==> src/rtl/fifo_pkg.sv <==
// Shared definitions for the credit-based fifo transmitter: FSM state codes and
// the credit counter width helper.
package fifo_pkg;

   typedef logic [1:0] state_t;

   // FSM states mirror how full the remote fifo is
   localparam state_t HAS_CREDIT  = 2'b00;
   localparam state_t LAST_CREDIT = 2'b01;
   localparam state_t NO_CREDIT   = 2'b10;

   // Width needed to hold every count from 0 up to and including depth
   function automatic int unsigned cnt_width(input int unsigned depth);
      return $clog2(depth + 1);
   endfunction

endpackage

==> src/rtl/credit_counter.sv <==
// Up/down credit counter, saturating at CREDITS and at zero, reset to CREDITS.
// Also exposes the next count so the owner can derive state from it.
module credit_counter
   import fifo_pkg::*;
#(
   parameter int unsigned    CREDITS   = 8,
   localparam int unsigned   CNT_WIDTH = cnt_width(CREDITS)
) (
   input  logic                 clk,
   input  logic                 nreset_i,
   input  logic                 inc,
   input  logic                 dec,
   output logic [CNT_WIDTH-1:0] count_o,
   output logic [CNT_WIDTH-1:0] count_nxt_c
);

   localparam logic [CNT_WIDTH-1:0] MAX_CNT = CNT_WIDTH'(CREDITS);

   // Next count: simultaneous inc and dec cancel; both ends saturate
   always_comb begin
      count_nxt_c = count_o;
      if (inc && !dec) begin
         if (count_o != MAX_CNT) count_nxt_c = count_o + CNT_WIDTH'(1);
      end else if (dec && !inc) begin
         if (count_o != '0) count_nxt_c = count_o - CNT_WIDTH'(1);
      end
   end

   // Count register
   always_ff @(posedge clk or negedge nreset_i) begin
      if (!nreset_i) count_o <= MAX_CNT;
      else           count_o <= count_nxt_c;
   end

endmodule

==> src/rtl/fifo_credit_tx.sv <==
// Credit-based transmitter feeding a remote fifo over a link without backpressure.
// Words are pushed onto a registered link only while credits remain; each credit_i
// pulse returns one credit. Optional error flag is enabled by CREDIT_TX_ERR_EN.
module fifo_credit_tx
   import fifo_pkg::*;
#(
   parameter int unsigned    DATA_WIDTH = 32,
   parameter int unsigned    CREDITS    = 8,
   localparam int unsigned   CNT_WIDTH  = cnt_width(CREDITS)
) (
   input  logic                  clk,
   input  logic                  nreset_i,
   input  logic [DATA_WIDTH-1:0] data_i,
   input  logic                  data_i_valid,
   output logic                  data_i_ready,
   output logic [DATA_WIDTH-1:0] data_o,
   output logic                  data_o_valid,
   input  logic                  credit_i,
`ifdef CREDIT_TX_ERR_EN
   output logic                  err_o,
`endif
   output logic [CNT_WIDTH-1:0]  credits_o
);

   state_t               state_q;
   state_t               state_nxt;
   logic                 push_c;
   logic [CNT_WIDTH-1:0] count_nxt_c;

   assign push_c = data_i_valid & data_i_ready;

   credit_counter #(
      .CREDITS     (CREDITS)
   ) u_credit_counter (
      .clk         (clk),
      .nreset_i    (nreset_i),
      .inc         (credit_i),
      .dec         (push_c),
      .count_o     (credits_o),
      .count_nxt_c (count_nxt_c)
   );

   // State register
   always_ff @(posedge clk or negedge nreset_i) begin
      if (!nreset_i) state_q <= HAS_CREDIT;
      else           state_q <= state_nxt;
   end

   // Next state tracks the next credit count so state and credits_o agree
   always_comb begin
      state_nxt = state_q;
      case (state_q)
         HAS_CREDIT:  if (count_nxt_c == CNT_WIDTH'(1)) state_nxt = LAST_CREDIT;
         LAST_CREDIT: begin
            if (push_c && !credit_i)      state_nxt = NO_CREDIT;
            else if (credit_i && !push_c) state_nxt = HAS_CREDIT;
         end
         NO_CREDIT:   if (credit_i) state_nxt = LAST_CREDIT;
         default:     state_nxt = HAS_CREDIT;
      endcase
   end

   // Ready is decoded from registered state only
   always_comb begin
      data_i_ready = (state_q != NO_CREDIT);
   end

   // Link output register; data holds when nothing is pushed
   always_ff @(posedge clk or negedge nreset_i) begin
      if (!nreset_i) begin
         data_o_valid <= 1'b0;
         data_o       <= '0;
      end else begin
         data_o_valid <= push_c;
         if (push_c) data_o <= data_i;
      end
   end

`ifdef CREDIT_TX_ERR_EN
   logic valid_q;
   logic ready_q;
   logic overflow_c;
   logic hold_err_c;

   assign overflow_c = credit_i && !push_c && (credits_o == CNT_WIDTH'(CREDITS));
   assign hold_err_c = valid_q && !data_i_valid && !ready_q;

   // Sticky protocol error: credit overflow or source dropping valid while stalled
   always_ff @(posedge clk or negedge nreset_i) begin
      if (!nreset_i) begin
         valid_q <= 1'b0;
         ready_q <= 1'b1;
         err_o   <= 1'b0;
      end else begin
         valid_q <= data_i_valid;
         ready_q <= data_i_ready;
         if (overflow_c || hold_err_c) err_o <= 1'b1;
      end
   end
`endif

endmodule

==> config.mk <==
export PLATFORM = sky130hd
export DESIGN_NAME = fifo_credit_tx
export DESIGN_NICKNAME = d
export VERILOG_FILES = /design/src/rtl/fifo_pkg.sv /design/src/rtl/credit_counter.sv /design/src/rtl/fifo_credit_tx.sv
export SDC_FILE = /design/constraint.sdc
export NUM_CORES = 1
export LEC_CHECK = 0
export ABC_AREA = 1
export CORE_AREA = 2 2 72 74
export DETAILED_ROUTE_END_ITERATION = 12
export DIE_AREA = 0 0 74 76
export PLACE_DENSITY = 0.73
export SKIP_LAST_GASP = 1
export SLEW_MARGIN = 5
export SYNTH_ARGS = -nofsm -noshare
export SYNTH_HDL_FRONTEND = slang
export SYNTH_HIERARCHICAL = 1
export SYNTH_SLANG_ARGS = --single-unit
==> constraint.sdc <==
create_clock -name clk -period 1.7 [get_ports clk]
set_clock_uncertainty 0.1 [all_clocks]
set_input_delay 0.34 -clock clk [delete_from_list [all_inputs] [get_ports clk]]
set_output_delay 0.34 -clock clk [all_outputs]
set_load 0.05 [all_outputs]
# After elaboration in Yosys (flattened, before gate mapping)
# Cells that the tools add are included.
totals:
  ff_bits: 39
  in_bits: 36
  output_inout_bits: 38
  elab_cells: 31
classes:
  addsub: 2
  eq_ne: 8
  muxes: 9
  n_bitwise: 1
  n_reduce_logical: 7
op_table:
  columns: ["op", "n"]
  rows:
  - ["4-bit two-way mux", 4]
  - ["2-bit two-way mux", 4]
  - ["2-bit != test, second input constant", 3]
  - ["2-bit one-hot mux with 3 select lines", 1]
  - ["4-bit by 1-bit adder with 4-bit output, second input constant", 1]
  - ["4-bit by 1-bit equality test with 1-bit output, second input constant", 1]
  - ["4-bit != test, second input constant", 1]
  - ["4-bit nonzero test", 1]
  - ["4-bit by 1-bit subtractor with 4-bit output, second input constant", 1]
  - ["3-bit != test, second input constant", 1]
  - ["3-bit AND reduction", 1]
  - ["2-bit by 1-bit equality test with 1-bit output, second input constant", 1]
  - ["2-bit equality test, second input constant", 1]
  - ["1-bit logical AND", 2]
  - ["1-bit zero test", 2]
  - ["2-bit zero test", 1]
  - ["1-bit AND", 1]

# Longest topological paths before layout
# Gate-level depths: netlist of run 1.
depth:
  ltp_word: 8
  ltp_mapped: 18
  depth_no_buf: 17

# Cells and area by module
# The synthesis of run 1 kept the hierarchy.
modules_own_cells:
  columns: ["mod", "instances", "cells_each", "area_per_inst_um2", "seq_area_each_um2"]
  rows:
  - ["fifo_credit_tx", 1, 159, 1432.6, 875.8]
  - ["credit_counter", 1, 52, 335.3, 101.3]

# Worst setup path before layout of run 1
# OpenSTA, ideal clock, no wires.
synth_path:
  path_kind: "flip-flop to flip-flop"
  start: "register u_credit_counter.count_o[0]"
  end: "register state_q[0]"
  setup_time_ps: 118
  t_arrival_ps: 1791
  required_time_ps: 1482
  slack_ps: -309
  path_stages_with_launch: 17
  n_path_buf: 0
  synth_period_minus_slack_ps: 2009
  path_cell_list: "dfrtp_1 > inv_1 > ha_1 > inv_2 > nor2_4 > nand2_2 > nand2_1 > nand2_1 > nand2_1 > nand2_1 > inv_1 > inv_1 > nor2_1 > nand2_1 > nand2_1 > nand3_1 > nand2_1"
synth_between:
  elab_chain_cells: 7
  elab_cells_between_ends: 11
  classes_between: "add/sub: 2; eq/ne: 3; mux: 4; reduce/logical: 2"
synth_lines:
  columns: ["item", "line_no", "source"]
  rows:
  - ["start: declaration", "credit_counter.sv:13", "output logic [CNT_WIDTH-1:0] count_o,"]
  - ["start signal: assignment", "credit_counter.sv:32", "else count_o <= count_nxt_c;"]
  - ["4-bit by 1-bit subtractor with 4-bit output / 4-bit nonzero test (equally long branches)", "credit_counter.sv:25", "if (count_o != '0) count_nxt_c = count_o - CNT_WIDTH'(1);"]
  - ["4-bit two-way mux", "credit_counter.sv:25", null]
  - ["4-bit two-way mux", "credit_counter.sv:24", "end else if (dec && !inc) begin"]
  - ["4-bit two-way mux *", "credit_counter.sv:22", "if (inc && !dec) begin"]
  - ["named net count_nxt_c[0]", "fifo_credit_tx.sv:28", "logic [CNT_WIDTH-1:0] count_nxt_c;"]
  - ["4-bit by 1-bit equality test with 1-bit output *", "fifo_credit_tx.sv:53", "HAS_CREDIT: if (count_nxt_c == CNT_WIDTH'(1)) state_nxt = LAST_CREDIT;"]
  - ["2-bit != test (no line) *", null, null]
  - ["3-bit AND reduction (no line) *", null, null]
  - ["end signal: assignment", "fifo_credit_tx.sv:46", "else state_q <= state_nxt;"]
  - ["end: declaration", "fifo_credit_tx.sv:25", "state_t state_q;"]
# Mark *: on every way through the listed nets, which the timed path passes. The rest lies on a longest branch.
# A chain may end at the register's enable or synchronous reset.

# Worst setup path after layout of run 1
# Ends and elaborated chain as after synthesis.

==> results_dict.tcl, run 1 <==
set metrics [dict create \
    status "finished, violations left" \
    violations "setup timing" \
    avgSynthCellArea_sq_um 8.379 \
    grt_use_total 0.1589 \
    setup_viol 2 \
    cp.required_ns 1.83 \
    final_core_util 0.5769 \
    multi_input_area_sq_um 725.7 \
    final_nets 345 \
    rr_endpoint "state_q[0]" \
    path_clk_slew_ns 0.08 \
    dpl_cell_area_sq_um 2665 \
    rrSetupSlack_ns -0.04 \
    first_pass_iters 4 \
    rsz0062_at_grt "true" \
    hold_class "flip-flop to flip-flop" \
    diodes 0 \
    clk_latency_ns 0.28 \
    routabilityCongestion 0.8044 \
    fillers 452 \
    clock-root-buffer "clkbuf_8" \
    initialDrtViolationCount 34 \
    min_from "data_o[26]" \
    drive_above_1_share 0.3257 \
    synth_flop_cell "dfrtp_1" \
    routedWlPerCell_um 11.07 \
    grt_pass1_wl_um 6941 \
    layout_setup_ws_ns -0.04127 \
    syn_nets 250 \
    numCtsBuffers 5 \
    h-tree-depth 2 \
    critPathKind "flip-flop to flip-flop" \
    yosysTopAreaCellShare 0.5379 \
    synthArstFlopShare 1.000 \
    ir_drop_v 0.0006672 \
    ys_seq_area_frac 0.5527 \
    cts_sinks 39 \
    cts_tree "done" \
    io_buffers 73 \
    final_area_sq_um 2834 \
    io_pins 74 \
    drv_slew 0 \
    gr-total-overflow 0 \
    p_leak_nw 1.473 \
    ff2ff_path_depth 16 \
    syn2layout_area_growth_pct 60.30 \
    yosysMostFrequentCell "nand2_1" \
    dieArea_sq_um 5624 \
    dp_hpwl_um 3048 \
    fp.dieH_um 76 \
    hold_violations 0 \
    synth_area_sq_um 1768 \
    yosysUniqueCellTypes 21 \
    seq_area_sq_um 980.9 \
    drc 0 \
    yosys.area.top_type "dfrtp_1" \
    tightest_slew_ns 0.4589 \
    grt_pass1_vias 1560 \
    vias 1617 \
    r2r_start "u_credit_counter/count_o[0]" \
    worstSetupStartpointType "flip-flop" \
    start_util 0.3599 \
    core_sq_um 4912 \
    fp.dieW_um 74 \
    period_needed_ns 1.741 \
    finalWirelength_um 4174 \
    ys_warn_count 6 \
    hold-path-endpoint "data_o[26]" \
    viasPerCell 4.289 \
    synthTopCellsByCount "nand2_1 (110), dfrtp_1 (38), nand2_2 (12)" \
    synth_area_leaders "dfrtp_1 (54%), nand2_1 (23%), nand2_2 (4.2%), inv_1 (2.3%), nand3_1 (2.3%)" \
    maxSlewHeadroom 0.6941 \
    fin_setup_tns_ns -0.07431 \
    clock_path_buffers 2 \
    cp.arrival_ns 1.87 \
    maxCapViolations 0 \
    power-per-cell-area_nw_per_um2 1474 \
    min_path_cells 2 \
    grt_max_degree 33 \
    rows 26 \
    antenna_found_initial 0 \
    syn_inst 211 \
    ant_nets 0 \
    critical_path.max_fanout 3 \
    max_freq_mhz 574.3 \
    synth_edf_count 0 \
    timing.final.crit_share 1.024 \
    critPathCaptureType "flip-flop" \
    ys_ff_latch 39 \
]
## cells by family (layout without fill, tap and decap cells)
group,count (synthesis),in the layout,synth area share
AOI/OAI and AO/OA,2,2,0.005662
adders and majority gates,3,3,0.02123
DFF,39,39,0.5527
and+or+nand+nor,144,144,0.3411
buffers and inverters,21,117,0.06936
xor gates and xnor gates,2,2,0.009910
## critical path, stage by stage, from the launching register on
cell and delay [ns]:
dfrtp_2 0.41, inv_2 0.07, ha_4 0.13, inv_4 0.04, nor2_4 0.13, nand2_2 0.09
nand2_2 0.08, nand2_2 0.05, nand2_1 0.05, nand2_1 0.06, inv_2 0.06, inv_2 0.03
nor2_2 0.11, nand2_1 0.06, nand2_1 0.07, nand3_1 0.07, nand2_1 0.06
## power by group
| group | switching [mW] | total (mW) | internal [mW] |
|---|---|---|---|
| Clock | 0.317 | 0.604 | 0.287 |
| Combinational | 1.34 | 2.26 | 0.917 |
| Sequential | 0.171 | 1.32 | 1.14 |
| Total | 1.83 | 4.18 | 2.35 |
## what timing repair did
action                                 4_1_cts  5_1_grt
endpoints found under the hold margin       19        0
pin swaps                                    0       10
cloned                                       0        0
setup endpoints to repair                    2        2
hold buffers                                 1        0
resized for setup                            5        7
setup buffers                                5        1
## state kept, by name, summed over array words and instances (netlist names)
register and cells:
u_credit_counter/count_o 4, data_o 32, state_q 2, data_o_valid 1
## through the flow
step / instances / worst slack (ns) / hold WS (ns) / total power [mW]
final: 377 / -0.04127 / 0.3824 / 4.176
after global routing: 377 / -0.1937 / 0.4036 / 4.459
after CTS: 376 / -0.00006628 / 0.3869 / 4.160
after detailed placement: 362 / -0.3482 / 0.2206 / 3.417
after global placement: 362 / -0.3055 / 0.2099 / 3.391
after floorplan: 211 / -0.07562 / -0.05559 / 2.586
## metal layers
layer / up-vias / global-route usage / part of all wire
li1: 819 / - / -
met1: 738 / 0.1840 / 0.41
met2: 56 / 0.2777 / 0.52
met4: 0 / 0.04000 / 0.0091
met3: 4 / 0.05159 / 0.058
met5: - / 0 / 0
## worst max-delay path by stage
| stage | end | cells past startpoint | slack, ns | startpoint |
|---|---|---|---|---|
| global placement | state_q[1] | 15 | -0.31 | data_i_valid |
| floorplan | state_q[1] | 18 | -0.08 | state_q[0] |
| CTS | state_q[0] | 16 | -0.00007 | u_credit_counter/count_o[1] |
| detailed placement | state_q[0] | 15 | -0.35 | data_i_valid |
| global route | state_q[0] | 16 | -0.19 | u_credit_counter/count_o[0] |
| finish | state_q[0] | 16 | -0.04 | u_credit_counter/count_o[0] |
## cells in the final DEF, fill, tap and decap left out, types with 2 or more instances in the layout
cell | synthesis | layout
inv_1 | 11 | 7
nor2_4 | 1 | 2
dfrtp_1 | 38 | 35
o21ai_1 | 2 | 2
buf_12 | 1 | 8
inv_2 | 2 | 5
nor2_2 | 2 | 3
nand3_1 | 8 | 8
nand2_2 | 12 | 13
dfrtp_2 | 0 | 3
clkdlybuf4s50_1 | 0 | 33
nand2_8 | 0 | 2
clkbuf_8 | 0 | 5
nor2_1 | 9 | 7
ha_1 | 3 | 2
buf_4 | 1 | 50
clkinv_2 | 1 | 2
nand2_1 | 110 | 107
xor2_1 | 2 | 2
## layout make-up
type,instances,area share
Sequential cell,39,0.3461
Timing Repair Buffer,94,0.3139
Multi-Input combinational cell,151,0.2561
Tap cell,70,0.03091
Clock buffer,6,0.02561
Inverter,15,0.02296
Clock inverter,2,0.004415
Note: power is estimated with default switching activity, not from simulation.
==> inputs of run 2 (changes only) <==
- CELL_PAD_IN_SITES_DETAIL_PLACEMENT: unset -> 1
- CELL_PAD_IN_SITES_GLOBAL_PLACEMENT: unset -> 2
- CORE_AREA: 2 2 72 74 -> 2 2 95 97
- DIE_AREA: 0 0 74 76 -> 0 0 97 99
- PLACE_DENSITY: 0.73 -> unset
- PLACE_DENSITY_LB_ADDON: unset -> 0.1
==> results_dict.tcl, run 2 (synthesis gave the netlist of run 1 again) <==
set metrics [dict create \
    status "finished, violations left" \
    violations "setup timing" \
    grt_use_total 0.1110 \
    vias 1620 \
    fillers 1004 \
    largest-register "data_o" \
    path_cells "inv_2, ha_4, inv_4, nor2_4, nand2_2, nand2_2, nand2_1, nand2_1, nand2_1, inv_1, inv_1, nor2_1, nand2_1, nand2_2, nand3_2, nand2_1" \
    timing.final.crit_share 1.001 \
    slowest_delay_ns 0.42 \
    pre_cts_slack_ns -0.4325 \
    min_from "data_o[15]" \
    ant_nets 0 \
    tightest_slew_ns 0.3593 \
    worstSetupStartpointType "flip-flop" \
    drc 0 \
    cp.depth 16 \
    fin_setup_tns_ns -0.001072 \
    fp.dieW_um 97 \
    hold-path-endpoint "data_o[15]" \
    io_buffers 73 \
    cp.arrival_ns 1.83 \
    finalWirelength_um 4964 \
    rows 34 \
    antenna_found_initial 0 \
    core_sq_um 8551 \
    period_needed_ns 1.701 \
    syn2layout_area_growth_pct 66.03 \
    fp.dieH_um 99 \
    power-per-cell-area_nw_per_um2 1463 \
    path_clk_slew_ns 0.08 \
    first_pass_iters 2 \
    critPathKind "flip-flop to flip-flop" \
    diodes 0 \
    rsz0062_at_grt "true" \
    gr-total-overflow 0 \
    grt_pass1_wl_um 8521 \
    cp_num_buf_inv 4 \
    max_freq_mhz 587.9 \
    routedWlPerCell_um 11.90 \
    maxSlewHeadroom 0.7605 \
    drv_slew 0 \
    dieArea_sq_um 9603 \
    seq_area_sq_um 980.9 \
    h-tree-depth 2 \
    final_cell_mix "nand2_1 (106), buf_4 (51), dfrtp_1 (35)" \
    ir_drop_v 0.0003652 \
    dp_hpwl_um 3693 \
    layout_setup_ws_ns -0.001072 \
    final_nets 347 \
    io_pins 74 \
    initialDrtViolationCount 27 \
    start_util 0.2068 \
    hold_class "flip-flop to flip-flop" \
    clk_latency_ns 0.29 \
    layout_commonest_cell "nand2_1" \
    clock-root-buffer "clkbuf_8" \
    routabilityCongestion 0.7490 \
    largest_reg_flops 32 \
    crit_family "simple AND/OR/NAND/NOR gates" \
    path_common_cell "nand2_1" \
    cts_tree "done" \
    rrSetupSlack_ns -0.001 \
    slowest_stage "dfrtp_2" \
    setup_viol 1 \
    ff2ff_path_depth 16 \
    cts_sinks 39 \
    clock_path_buffers 2 \
    min_path_cells 2 \
    multi_input_area_sq_um 750.7 \
    largestRegisters "data_o x32, u_credit_counter/count_o x4, state_q x2" \
    critPathCaptureType "flip-flop" \
    grt_max_degree 33 \
    numCtsBuffers 5 \
    rr_endpoint "state_q[1]" \
    cp.required_ns 1.83 \
    hold_violations 0 \
    p_leak_nw 1.497 \
    maxCapViolations 0 \
    grt_pass1_vias 1721 \
    drive_above_1_share 0.3398 \
    viasPerCell 3.885 \
    r2r_start "u_credit_counter/count_o[0]" \
    critical_path.max_fanout 3 \
]
run 2: changes by cell type in the layout (fill, tap and decap cells not counted), moves of 2 or more:
cell,change
nand3_2,+3
inv_2,-2
nand3_1,-3
inv_1,+2
run 2: area by class of cell:
| type | count | area share |
|---|---|---|
| Clock buffer | 7 | 0.02941 |
| Clock inverter | 1 | 0.002984 |
| Inverter | 15 | 0.02217 |
| Multi-Input combinational cell | 151 | 0.2558 |
| Sequential cell | 39 | 0.3342 |
| Tap cell | 108 | 0.04604 |
| Timing Repair Buffer | 96 | 0.3095 |
run 2: worst max-delay path by stage:
stage / start / end / slack (ns)
global route: u_credit_counter/count_o[0] / state_q[0] / -0.19
detailed placement: data_i_valid / state_q[0] / -0.43
global placement: data_i_valid / state_q[0] / -0.38
floorplan: state_q[0] / state_q[1] / -0.08
finish: u_credit_counter/count_o[0] / state_q[1] / -0.001
CTS: u_credit_counter/count_o[1] / state_q[0] / -0.05
run 2: through the flow:
| step | hold WS (ns) | utilization | area, sq um | total power [mW] | std cells |
|---|---|---|---|---|---|
| finish | 0.3841 | 0.3433 | 2935 | 4.295 | 417 |
| global route | 0.4023 | 0.3433 | 2935 | 4.619 | 417 |
| CTS | 0.3944 | 0.3382 | 2892 | 4.328 | 416 |
| detailed placement | 0.1780 | 0.3190 | 2728 | 3.519 | 402 |
| global placement | 0.1833 | 0.3190 | 2728 | 3.517 | 402 |
| floorplan | -0.05559 | - | 1802 | 2.586 | 211 |
run 2: report_power, final:
group / switching, mW / internal, mW
sequential: 0.146 / 1.14
combinational: 1.40 / 0.941
clock: 0.330 / 0.333
run 2: what timing repair did:
item                       4_1_cts  5_1_grt
hold endpoints to repair        12        0
buffers inserted                 5        1
pin swaps                       10       11
hold buffers                     1        0
resized for setup                8        9
cloned                           0        0
setup endpoints to repair        2        2
run 2: worst min-delay path, stage by stage (launching register included):
cell	delay, ns
dfrtp_1	0.35
nand2_1	0.05
nand2_1	0.06
run 2: layer usage:
layer | GRT usage | wire [um] | vias up
li1 | - | - | 829
met1 | 0.1425 | 2262 | 731
met2 | 0.1768 | 2253 | 55
met3 | 0.03759 | 379 | 5
met4 | 0.03575 | 68 | 0
met5 | 0 | 0 | -
==> inputs of run 3 (changes only) <==
- CORE_AREA: 2 2 95 97 -> 4 4 97 99
- CTS_BUF_LIST: unset -> sky130_fd_sc_hd__clkbuf_4 sky130_fd_sc_hd__clkbuf_8 sky130_fd_sc_hd__clkbuf_16
- DIE_AREA: 0 0 97 99 -> 0 0 101 103
- REMOVE_ABC_BUFFERS: unset -> 1
==> results_dict.tcl, run 3 (synthesis gave the netlist of run 1 again) <==
set metrics [dict create \
    status "finished clean" \
    largest_reg_flops 32 \
    timing.final.crit_share 0.9762 \
    finalWirelength_um 5411 \
    path_clk_slew_ns 0.08 \
    pre_cts_slack_ns -0.3448 \
    core_sq_um 8551 \
    final_nets 352 \
    cp.arrival_ns 1.78 \
    drive_above_1_share 0.3376 \
    viasPerCell 3.919 \
    diodes 0 \
    grt_pass1_vias 1835 \
    clock-root-buffer "clkbuf_8" \
    critical_path.max_fanout 3 \
    fp.dieW_um 101 \
    routedWlPerCell_um 12.82 \
    numCtsBuffers 5 \
    final_cell_mix "nand2_1 (107), buf_4 (60), dfrtp_1 (38)" \
    grt_busiest_layer "met2" \
    grt_max_degree 33 \
    largestRegisters "data_o x32, u_credit_counter/count_o x4, state_q x2" \
    ir_drop_v 0.0004476 \
    path_common_cell "nand2_1" \
    layout_setup_ws_ns 0.04054 \
    cp.required_ns 1.83 \
    start_util 0.2068 \
    largest-register "data_o" \
    path_cells "inv_2, ha_4, inv_4, nor2_4, nand2_2, buf_4, nand3_1, nand2_1, nor2_1, nand2_1, nand2_2, nand3_2, nand2_1" \
    grt_util_met1 0.1343 \
    clock_path_buffers 2 \
    syn2layout_area_growth_pct 64.33 \
    max_freq_mhz 602.6 \
    critPathKind "flip-flop to flip-flop" \
    gr-total-overflow 0 \
    io_buffers 73 \
    tightest_slew_ns 0.3744 \
    crit_family "simple AND/OR/NAND/NOR gates" \
    final_core_util 0.3398 \
    grtUsageMet2 0.1939 \
    cts_sinks 39 \
    power-per-cell-area_nw_per_um2 1526 \
    initialDrtViolationCount 44 \
    io_pins 74 \
    drv_slew 0 \
    rsz0062_at_grt "true" \
    layout_commonest_cell "nand2_1" \
    hold_class "input port to asynchronous set/reset pin" \
    p_leak_nw 1.515 \
    vias 1654 \
    dp_hpwl_um 4029 \
    drc 0 \
    fin_setup_tns_ns 0 \
    routabilityCongestion 0.7158 \
    cts_tree "done" \
    dpl_cell_area_sq_um 2701 \
    grt_use_total 0.1115 \
    worstSetupStartpointType "flip-flop" \
    fillers 1034 \
    rows 34 \
    grt_pass1_wl_um 9039 \
    maxSlewHeadroom 0.7504 \
    ant_nets 0 \
    first_pass_iters 4 \
    setup_viol 0 \
    maxCapViolations 0 \
    dieArea_sq_um 10400 \
    p_total_mw 4.432 \
    antenna_found_initial 0 \
    fp.dieH_um 103 \
    critPathCaptureType "flip-flop" \
    slowest_stage "dfrtp_1" \
    h-tree-depth 2 \
    final_area_sq_um 2905 \
    slowest_delay_ns 0.39 \
    cp_num_buf_inv 3 \
    clk_latency_ns 0.28 \
    period_needed_ns 1.659 \
    met3_usage 0.03112 \
    hold_violations 0 \
]
run 3: changes by cell type in the layout (fill, tap and decap cells not counted), sizes merged:
cell	delta
bufinv	+1
clkbuf	-1
buf	+5
run 3: metal layers:
metal / share of wire / vias up
met4: 0.014 / 0
li1: - / 833
met2: 0.51 / 33
met5: 0 / -
met1: 0.42 / 782
met3: 0.048 / 6
run 3: final timing paths:
path	from	end	slack (ns)	cells past startpoint
max	u_credit_counter/count_o[0]	state_q[1]	0.04	13
min reg2reg	data_o[20]	data_o[20]	0.39	2
min in group clk	data_o[20]	data_o[20]	0.39	2
min	nreset_i	data_o[23]	0.34	2
max in group asynchronous	nreset_i	u_credit_counter/count_o[0]	0.59	3
max reg2reg	u_credit_counter/count_o[0]	state_q[1]	0.04	13
run 3: report_power, final:
| part | total [mW] | switching (mW) | leakage (nW) | internal, mW |
|---|---|---|---|---|
| combinational | 2.33 | 1.39 | 0.981 | 0.948 |
| sequential | 1.29 | 0.150 | 0.473 | 1.14 |
| clock | 0.808 | 0.333 | 0.0612 | 0.475 |
| total | 4.43 | 1.87 | 1.51 | 2.56 |
run 3: cell type report:
type / count / area (sq um) / share of cell area
Tap cell: 108 / 135.1 / 0.04651
Timing Repair Buffer: 101 / 904.6 / 0.3114
Multi-Input combinational cell: 151 / 705.7 / 0.2429
Clock inverter: 2 / 35.03 / 0.01206
Clock buffer: 6 / 82.58 / 0.02842
Sequential cell: 39 / 977.2 / 0.3363
Inverter: 15 / 65.06 / 0.02239
run 3: worst reg2reg max path, cell delays in order (launching register included):
cell and delay, ns:
dfrtp_1 0.39, inv_2 0.08, ha_4 0.13, inv_4 0.04
nor2_4 0.11, nand2_2 0.09, buf_4 0.13, nand3_1 0.07
nand2_1 0.08, nor2_1 0.12, nand2_1 0.07, nand2_2 0.07
nand3_2 0.06, nand2_1 0.06
run 3: repair_timing:
item,4_1_cts,5_1_grt
hold buffers,1,0
resized for setup,8,7
pin swaps,5,8
setup endpoints to repair,2,2
buffers inserted,2,3
endpoints found under the hold margin,7,0
run 3: through the flow:
stage	cells	hold slack (ns)
floorplan	205	-0.05559
global placement	408	0.1469
detailed placement	408	0.1398
CTS	419	0.3535
global route	422	0.3507
finish	422	0.3444
